### config.mk
export PLATFORM = sky130hd
export DESIGN_NAME = hazard_controller
export DESIGN_NICKNAME = d
export VERILOG_FILES = /design/src/rtl/cpu_types_pkg.sv /design/src/rtl/hazard_controller.sv
export SDC_FILE = /design/constraint.sdc
export NUM_CORES = 1
export LEC_CHECK = 0
export ABC_CLOCK_PERIOD_IN_PS = 1800
export BUFFER_PORTS_ARGS = -buffer_cell sky130_fd_sc_hd__buf_2
export CAP_MARGIN = 30
export CORE_ASPECT_RATIO = 1.2
export CORE_MARGIN = 3
export CORE_UTILIZATION = 40
export CTS_BUF_LIST = sky130_fd_sc_hd__clkbuf_8
export DETAILED_ROUTE_END_ITERATION = 10
export GPL_TIMING_DRIVEN = 0
export PLACE_DENSITY = 0.73
export SLEW_MARGIN = 5
export SYNTH_ARGS = -nofsm -noshare
export SYNTH_HDL_FRONTEND = slang
export SYNTH_SLANG_ARGS = --single-unit
export TNS_END_PERCENT = 20
### constraint.sdc
create_clock -name CLK -period 1.8 [get_ports CLK]
set_input_delay 0.18 -clock CLK [delete_from_list [all_inputs] [get_ports CLK]]
set_output_delay 0.18 -clock CLK [all_outputs]
set_load 0.1 [all_outputs]
### src/rtl/cpu_types_pkg.sv
// Shared CPU type definitions: register index type, writeback source codes
// and the hazard controller state encoding.
package cpu_types_pkg;

  typedef logic [4:0] regbits_t;

  // Writeback source select value meaning "result comes from a load"
  localparam logic [1:0] REGSRC_LOAD = 2'b11;

  typedef enum logic [1:0] {
    RUN,
    LDSTALL,
    MEMWAIT,
    HALTED
  } hz_state_t;

endpackage

### src/rtl/hazard_controller.sv
// Pipeline sequencing controller: stage enables/flushes for load-use,
// taken branch, memory wait and halt, plus a saturating stall counter.
module hazard_controller
  import cpu_types_pkg::*;
#(
  parameter int REG_W = 5,
  parameter int CNT_W = 16
) (
  input  logic             CLK,
  input  logic             RST,
  input  logic             ihit,
  input  logic             dhit,
  input  logic             dREN_me,
  input  logic             dWEN_me,
  input  logic [REG_W-1:0] rs_de,
  input  logic [REG_W-1:0] rt_de,
  input  logic             usesRt_de,
  input  logic             jr_de,
  input  logic             regWr_ex,
  input  logic [REG_W-1:0] regDst_ex,
  input  logic [1:0]       regSrc_ex,
  input  logic             brTaken_ex,
  input  logic             halt_wb,
  output logic             pcEn,
  output logic             en_fd,
  output logic             en_de,
  output logic             en_ex,
  output logic             en_me,
  output logic             flush_fd,
  output logic             flush_de,
  output logic             halt,
  output logic [CNT_W-1:0] stallCnt
);

  hz_state_t        state_q, state_d;
  logic             halt_q, halt_d;
  logic [CNT_W-1:0] stall_cnt_q, stall_cnt_d;

  logic mem_busy;
  logic rs_hit;
  logic load_use;

  // Hazard terms; JR always reads rs, so jr_de only widens the rs compare
  always_comb begin
    mem_busy = (dREN_me | dWEN_me) & ~dhit;
    rs_hit   = (rs_de == regDst_ex) | (jr_de & (rs_de == regDst_ex));
    load_use = regWr_ex & (regSrc_ex == REGSRC_LOAD) & (regDst_ex != '0) &
               (rs_hit | (usesRt_de & (rt_de == regDst_ex)));
  end

  // Next state and Mealy enables/flushes by fixed priority
  always_comb begin
    state_d  = state_q;
    pcEn     = 1'b0;
    en_fd    = 1'b0;
    en_de    = 1'b0;
    en_ex    = 1'b0;
    en_me    = 1'b0;
    flush_fd = 1'b0;
    flush_de = 1'b0;
    if (state_q == HALTED) begin
      state_d = HALTED;
    end else if (mem_busy) begin
      state_d = MEMWAIT;
    end else if (!ihit) begin
      state_d = state_q;
    end else if (brTaken_ex) begin
      {pcEn, en_fd, en_de, en_ex, en_me} = '1;
      flush_fd = 1'b1;
      flush_de = 1'b1;
      state_d  = RUN;
    end else if (load_use) begin
      {en_de, en_ex, en_me} = '1;
      flush_de = 1'b1;
      state_d  = LDSTALL;
    end else begin
      {pcEn, en_fd, en_de, en_ex, en_me} = '1;
      state_d = RUN;
    end
    // HALT already sits in WB, so it overrides any hazard seen this cycle
    if (halt_wb) begin
      state_d = HALTED;
    end
    // Reset holds every stage register frozen
    if (RST) begin
      {pcEn, en_fd, en_de, en_ex, en_me, flush_fd, flush_de} = '0;
    end
  end

  // Sticky halt flag and saturating stall counter
  always_comb begin
    halt_d      = halt_q | halt_wb;
    stall_cnt_d = stall_cnt_q;
    if (!pcEn && !halt_q && (stall_cnt_q != '1)) begin
      stall_cnt_d = stall_cnt_q + 1'b1;
    end
  end

  // State, halt and counter registers
  always_ff @(posedge CLK or posedge RST) begin
    if (RST) begin
      state_q     <= RUN;
      halt_q      <= 1'b0;
      stall_cnt_q <= '0;
    end else begin
      state_q     <= state_d;
      halt_q      <= halt_d;
      stall_cnt_q <= stall_cnt_d;
    end
  end

  assign halt     = halt_q;
  assign stallCnt = stall_cnt_q;

endmodule
### Word-level counts from Yosys, hierarchy flattened

Index checks and enable logic that the tools add are counted.

| storage, ports and cells | value |
|---|---|
| word-level logic and storage cells | 53 |
| output and inout bits | 24 |
| input bits | 28 |
| bits in registers | 19 |

| cells by class | value |
|---|---|
| muxes and demuxes | 27 |
| add/sub/neg operators | 1 |
| equality and inequality tests | 5 |
| bitwise gates (word level) | 11 |
| reductions and logical operators | 6 |

Operators by type and width:

| operator | count |
|---|---|
| $mux W1 | 23 |
| $add A16 B1 Y16 const B | 1 |
| $ne A16 B16 Y1 const B | 1 |
| $eq A5 B5 Y1 | 2 |
| $mux W2 | 4 |
| $and A1 B1 Y1 | 6 |
| $reduce_bool A5 Y1 | 1 |
| $eq A2 B2 Y1 const B | 2 |
| $or A1 B1 Y1 | 4 |
| $reduce_bool A4 Y1 | 1 |
| $logic_and A1 B1 Y1 | 2 |
| $logic_not A1 Y1 | 2 |
| $not A1 Y1 | 1 |

### Longest topological paths before layout

| depth | value |
|---|---|
| depth in word-level cells | 14 |
| gate-level depth with buffers | 7 |
| depth with buffers taken out | 6 |

### Worst setup path after synthesis

Ideal clock, no wire load.

| timing | value |
|---|---|
| kind | in2out |
| start | in dWEN_me |
| end | out pcEn |
| path slack | -2.856 ns |
| data arrival time | 4.476 ns |
| stages on the path | 7 |
| path through | o21bai_1 -> nand2_1 -> a211oi_1 -> a21bo_4 -> buf_6 -> inv_1 -> buf_4 |

| on the way | value |
|---|---|
| word-level cells in the longest chain between the ends | 5 |

RTL lines:

| what | line | text |
|---|---|---|
| start, declared | hazard_controller.sv:14 | `input logic dWEN_me,` |
| $or A1 B1 Y1 | hazard_controller.sv:45 | `mem_busy = (dREN_me \| dWEN_me) & ~dhit;` |
| $and A1 B1 Y1 | hazard_controller.sv:45 |  |
| $mux W1 (3 in a row) | n/a |  |
| end, declared | hazard_controller.sv:24 | `output logic pcEn,` |

Every way passes these cells.

### Worst setup path after layout

| timing | value |
|---|---|
| start | in regDst_ex[4] |
| end | out pcEn |

| on the way | value |
|---|---|
| word-level cells in the longest chain between the ends | 11 |

RTL lines:

| what | line | text |
|---|---|---|
| start, declared | hazard_controller.sv:20 | `input logic [REG_W-1:0] regDst_ex,` |
| $eq A5 B5 Y1 | hazard_controller.sv:46 | `rs_hit = (rs_de == regDst_ex) \| (jr_de & (rs_de == regDst_ex));` |
| $and A1 B1 Y1 | hazard_controller.sv:46 |  |
| $or A1 B1 Y1 | hazard_controller.sv:46 |  |
| $or A1 B1 Y1 | hazard_controller.sv:48 | `(rs_hit \| (usesRt_de & (rt_de == regDst_ex)));` |
| $and A1 B1 Y1 * | hazard_controller.sv:47 | `load_use = regWr_ex & (regSrc_ex == REGSRC_LOAD) & (regDst_ex != '0) &` |
| $mux W1 * | hazard_controller.sv:72 | `end else if (load_use) begin` |
| $mux W1 * | hazard_controller.sv:67 | `end else if (brTaken_ex) begin` |
| $mux W1 * | hazard_controller.sv:65 | `end else if (!ihit) begin` |
| $mux W1 * | hazard_controller.sv:63 | `end else if (mem_busy) begin` |
| $mux W1 * | hazard_controller.sv:61 | `if (state_q == HALTED) begin` |
| $mux W1 * | hazard_controller.sv:85 | `if (RST) begin` |

Every way passes the cells marked *; elsewhere a longest branch is shown, timed or not.

==> results.sh <==
export IMPL_drive_above_1_share_pct=54.7
export IMPL_crit_family="simple AND/OR/NAND/NOR gates"
export IMPL_power_switching_mw=0.258
export IMPL_syn2layout_area_growth_pct=53.5
export IMPL_fp_dieArea_um2=3500
export IMPL_r2r_setup_slack_ns=0.02
export IMPL_grt_util_all_layers_pct=17.7
export IMPL_holdBufCountCts=0
export IMPL_rsz0062_at_grt="true"
export IMPL_cts_num_sinks=19
export IMPL_dpl_cell_count=191
export IMPL_critPathLaunchType="input port"
export IMPL_path_buf_inv=4
export IMPL_path_clk_slew_ns=0.07
export IMPL_fillers=209
export IMPL_yosysTopAreaCellShare_pct=42.1
export IMPL_grt_pass1_wl_um=4630
export IMPL_wl_per_cell_um=14.2
export IMPL_gr_total_overflow=0
export IMPL_grt_pass1_vias=1118
export IMPL_synth_async_sr_flop_share_pct=100
export IMPL_layout_min_cycle_time_ns=1.78
export IMPL_leakagePower_nw=0.840
export IMPL_fp_row_count=20
export IMPL_ant_nets=0
export IMPL_synth_top_area_cell="dfrtp_1"
export IMPL_antenna_found_initial=0
export IMPL_cp_endpoint="pcEn"
export IMPL_slowest_delay_ns=0.55
export IMPL_globalplace_congestion=0.739
export IMPL_switching_share_pct=28.1
export IMPL_post_synth_num_cell_types=32
export IMPL_crit_start="regDst_ex[4]"
export IMPL_crit_top_cell="buf_12"
export IMPL_clkPwrFrac_pct=30.7
export IMPL_max_freq_mhz=561
export IMPL_max_cap_viol_count=0
export IMPL_via_per_inst=5.09
export IMPL_drc_errors=0
export IMPL_yosys_top_cells_count="25 x xnor2_1, 19 x dfrtp_1, 10 x and3_1, 10 x nand4_1, 6 x nand2_1"
export IMPL_die_w_um=54.5
export IMPL_yosys_top_cells_area="dfrtp_1 42%, xnor2_1 19%, and3_1 5.5%"
export IMPL_worst_slack_ns=0.0170
export IMPL_ys_seq_elements=19
export IMPL_finalSetupViolations=0
export IMPL_diodes=0
export IMPL_r2r_cells=7
export IMPL_stdcell_count=212
export IMPL_synth_main_ff_cell="dfrtp_1"
export IMPL_p_int_mw=0.660
export IMPL_power_mw=0.917
export IMPL_holdWs_ns=0.0671
export IMPL_worstSkewPairLatency_ns=0.25
export IMPL_relSlewSlack_pct=52.2
export IMPL_io_pins=52
export IMPL_drt_iter0_drc=19
export IMPL_path_cells="buf_8 > or4_4 > o21ai_4 > nor2_2 > a21bo_4 > clkinvlp_4 > buf_12 > buf_12"
export IMPL_crit_required_ns=1.62
export IMPL_io_buffers=50
export IMPL_via_count=1080
export IMPL_htreeDepth=1
export IMPL_netlist_area_um2=1130
export IMPL_synth_most_common_cell="xnor2_1"
export IMPL_clockBufferDepth=2
export IMPL_path_depth=8
export IMPL_end_kind="primary output"
export IMPL_hpwl_um=1920
export IMPL_hold_class="input port to asynchronous set/reset pin"
export IMPL_start_util_pct=43.4
export IMPL_hold_viol=0
export IMPL_synthCells=108
export IMPL_slowest_stage="or4_4"
export IMPL_setup_tns_ns=0
export IMPL_critPathMaxFanout=3
export IMPL_grt_max_degree=20
export IMPL_avgSynthCellArea_um2=10.4
export IMPL_r2r_end="stallCnt[10]"
export IMPL_peakVddDrop_mv=0.509
export IMPL_path_class="input port to primary output"
export IMPL_worst_slew_pin_slew_ns=0.716
export IMPL_cts_tree="yes"
export IMPL_cp_arrival_ns=1.60
export IMPL_synth_nets=137
export IMPL_preCtsSetupSlack_ns=-0.441
export IMPL_period_share_pct=99.1
export IMPL_core_area_um2=2600
export IMPL_cts_buffers=3
export IMPL_die_h_um=64.2
export IMPL_first_pass_iters=4
export IMPL_ys_seq_area_share_pct=42.1
export IMPL_clock_skew_ns=0.00194
export IMPL_drv_slew=0
export IMPL_nNetsFinal=209
export IMPL_routed_wl_um=3000
export IMPL_cts_root_buf="clkbuf_8"
export IMPL_synth_edff_count=0
export IMPL_r2r_start="stallCnt[9]"
export IMPL_power_density_nw_per_um2=529
export IMPL_sequentialPowerShare_pct=48.1
export IMPL_combPwrFrac_pct=21.2
export IMPL_status="finished, final reports clean"
export IMPL_yosys_warnings=0
## flip-flops by register name (all words and copies together), names as in the netlist
name      flops
halt          1
stallCnt     16
state_q       2
## power by group through the flow
stage / clock network, mW / logic (mW) / registers, mW
after CTS: 0.291 / 0.191 / 0.440
after detailed placement: 0 / 0.168 / 0.452
after global placement: 0 / 0.164 / 0.451
after global routing: 0.317 / 0.212 / 0.441
final: 0.282 / 0.195 / 0.441
after floorplan: 0 / 0.0506 / 0.513
## cells by family (layout without fill, tap and decap cells)
kind of cell | Yosys count | count (layout) | synth area share (%)
compound gates | 11 | 11 | 8.65
xor+xnor | 25 | 25 | 19.4
fa+ha+maj | 1 | 1 | 1.11
buf+inv | 9 | 80 | 4.99
flops | 19 | 19 | 42.1
mux | 1 | 1 | 0.998
simple gates | 42 | 42 | 22.7
## worst reg2reg max path: cells and delay by family, from the launching register on
kind	cells	cell delay (ns)
and+or+nand+nor	4	0.65
DFF	1	0.39
xor gates and xnor gates	1	0.15
buffers and inverters	1	0.16
AOI/OAI and AO/OA	1	0.31
## worst min path at each step
| stage | slack (ns) | depth (start not counted) | startpoint | end |
|---|---|---|---|---|
| final | 0.07 | 2 | RST | stallCnt[6] |
| after global routing | 0.12 | 2 | RST | state_q[1] |
| after CTS | 0.09 | 2 | RST | stallCnt[8] |
| after detailed placement | 0.36 | 2 | RST | state_q[0] |
| after global placement | 0.35 | 2 | RST | state_q[1] |
| after floorplan | 0.13 | 1 | RST | halt |
## final cells by class
class	count	area [um^2]	area share [%]
flip-flops and latches	19	475	27.4
multi-input cells	80	669	38.6
repair buffers	68	437	25.2
clock inverters	1	3.75	0.217
clock buffers	3	41.3	2.38
inverters	3	15.0	0.866
well taps	33	41.3	2.38
plain buffers	5	50.0	2.89
## what timing repair did
action,CTS,global route
buffers inserted,12,5
setup endpoints to repair,15,18
resized for setup,27,6
pin swaps,7,13
gates cloned,1,0
## metrics by stage
stage / area, um^2 / utilization, %
6_report: 1730 / 66.6
5_1_grt: 1730 / 66.6
4_1_cts: 1680 / 64.6
3_5_place_dp: 1460 / 56.2
3_3_place_gp: 1460 / 56.2
2_1_floorplan: 1170 / -
## per-layer routing
metal,global-route usage (%),routed length (um)
met1,18.7,1160
met2,31.9,1590
met3,3.73,216
met4,7.79,42
met5,0,0
## placed cells by master, fill, tap and decap left out, drive strengths merged
| cell type | count |
|---|---|
| dfrtp | 19 |
| nor2 | 1 |
| a31oi | 1 |
| o22ai | 1 |
| clkbuf | 4 |
| nand4 | 10 |
| o21ai | 3 |
| o21a | 1 |
| ha | 1 |
| a21oi | 1 |
| nand3b | 1 |
| nand4b | 1 |
| a21bo | 1 |
| and2 | 4 |
| buf | 72 |
| inv | 3 |
| clkinvlp | 1 |
| and4 | 1 |
| and2b | 1 |
| nand3 | 5 |
| and3 | 10 |
| or2 | 1 |
| xnor2 | 25 |
| or4 | 1 |
| o21bai | 1 |
| a21o | 1 |
| a211oi | 1 |
| nand2 | 6 |
| mux2 | 1 |
Note: power is estimated with default switching activity, not from simulation.
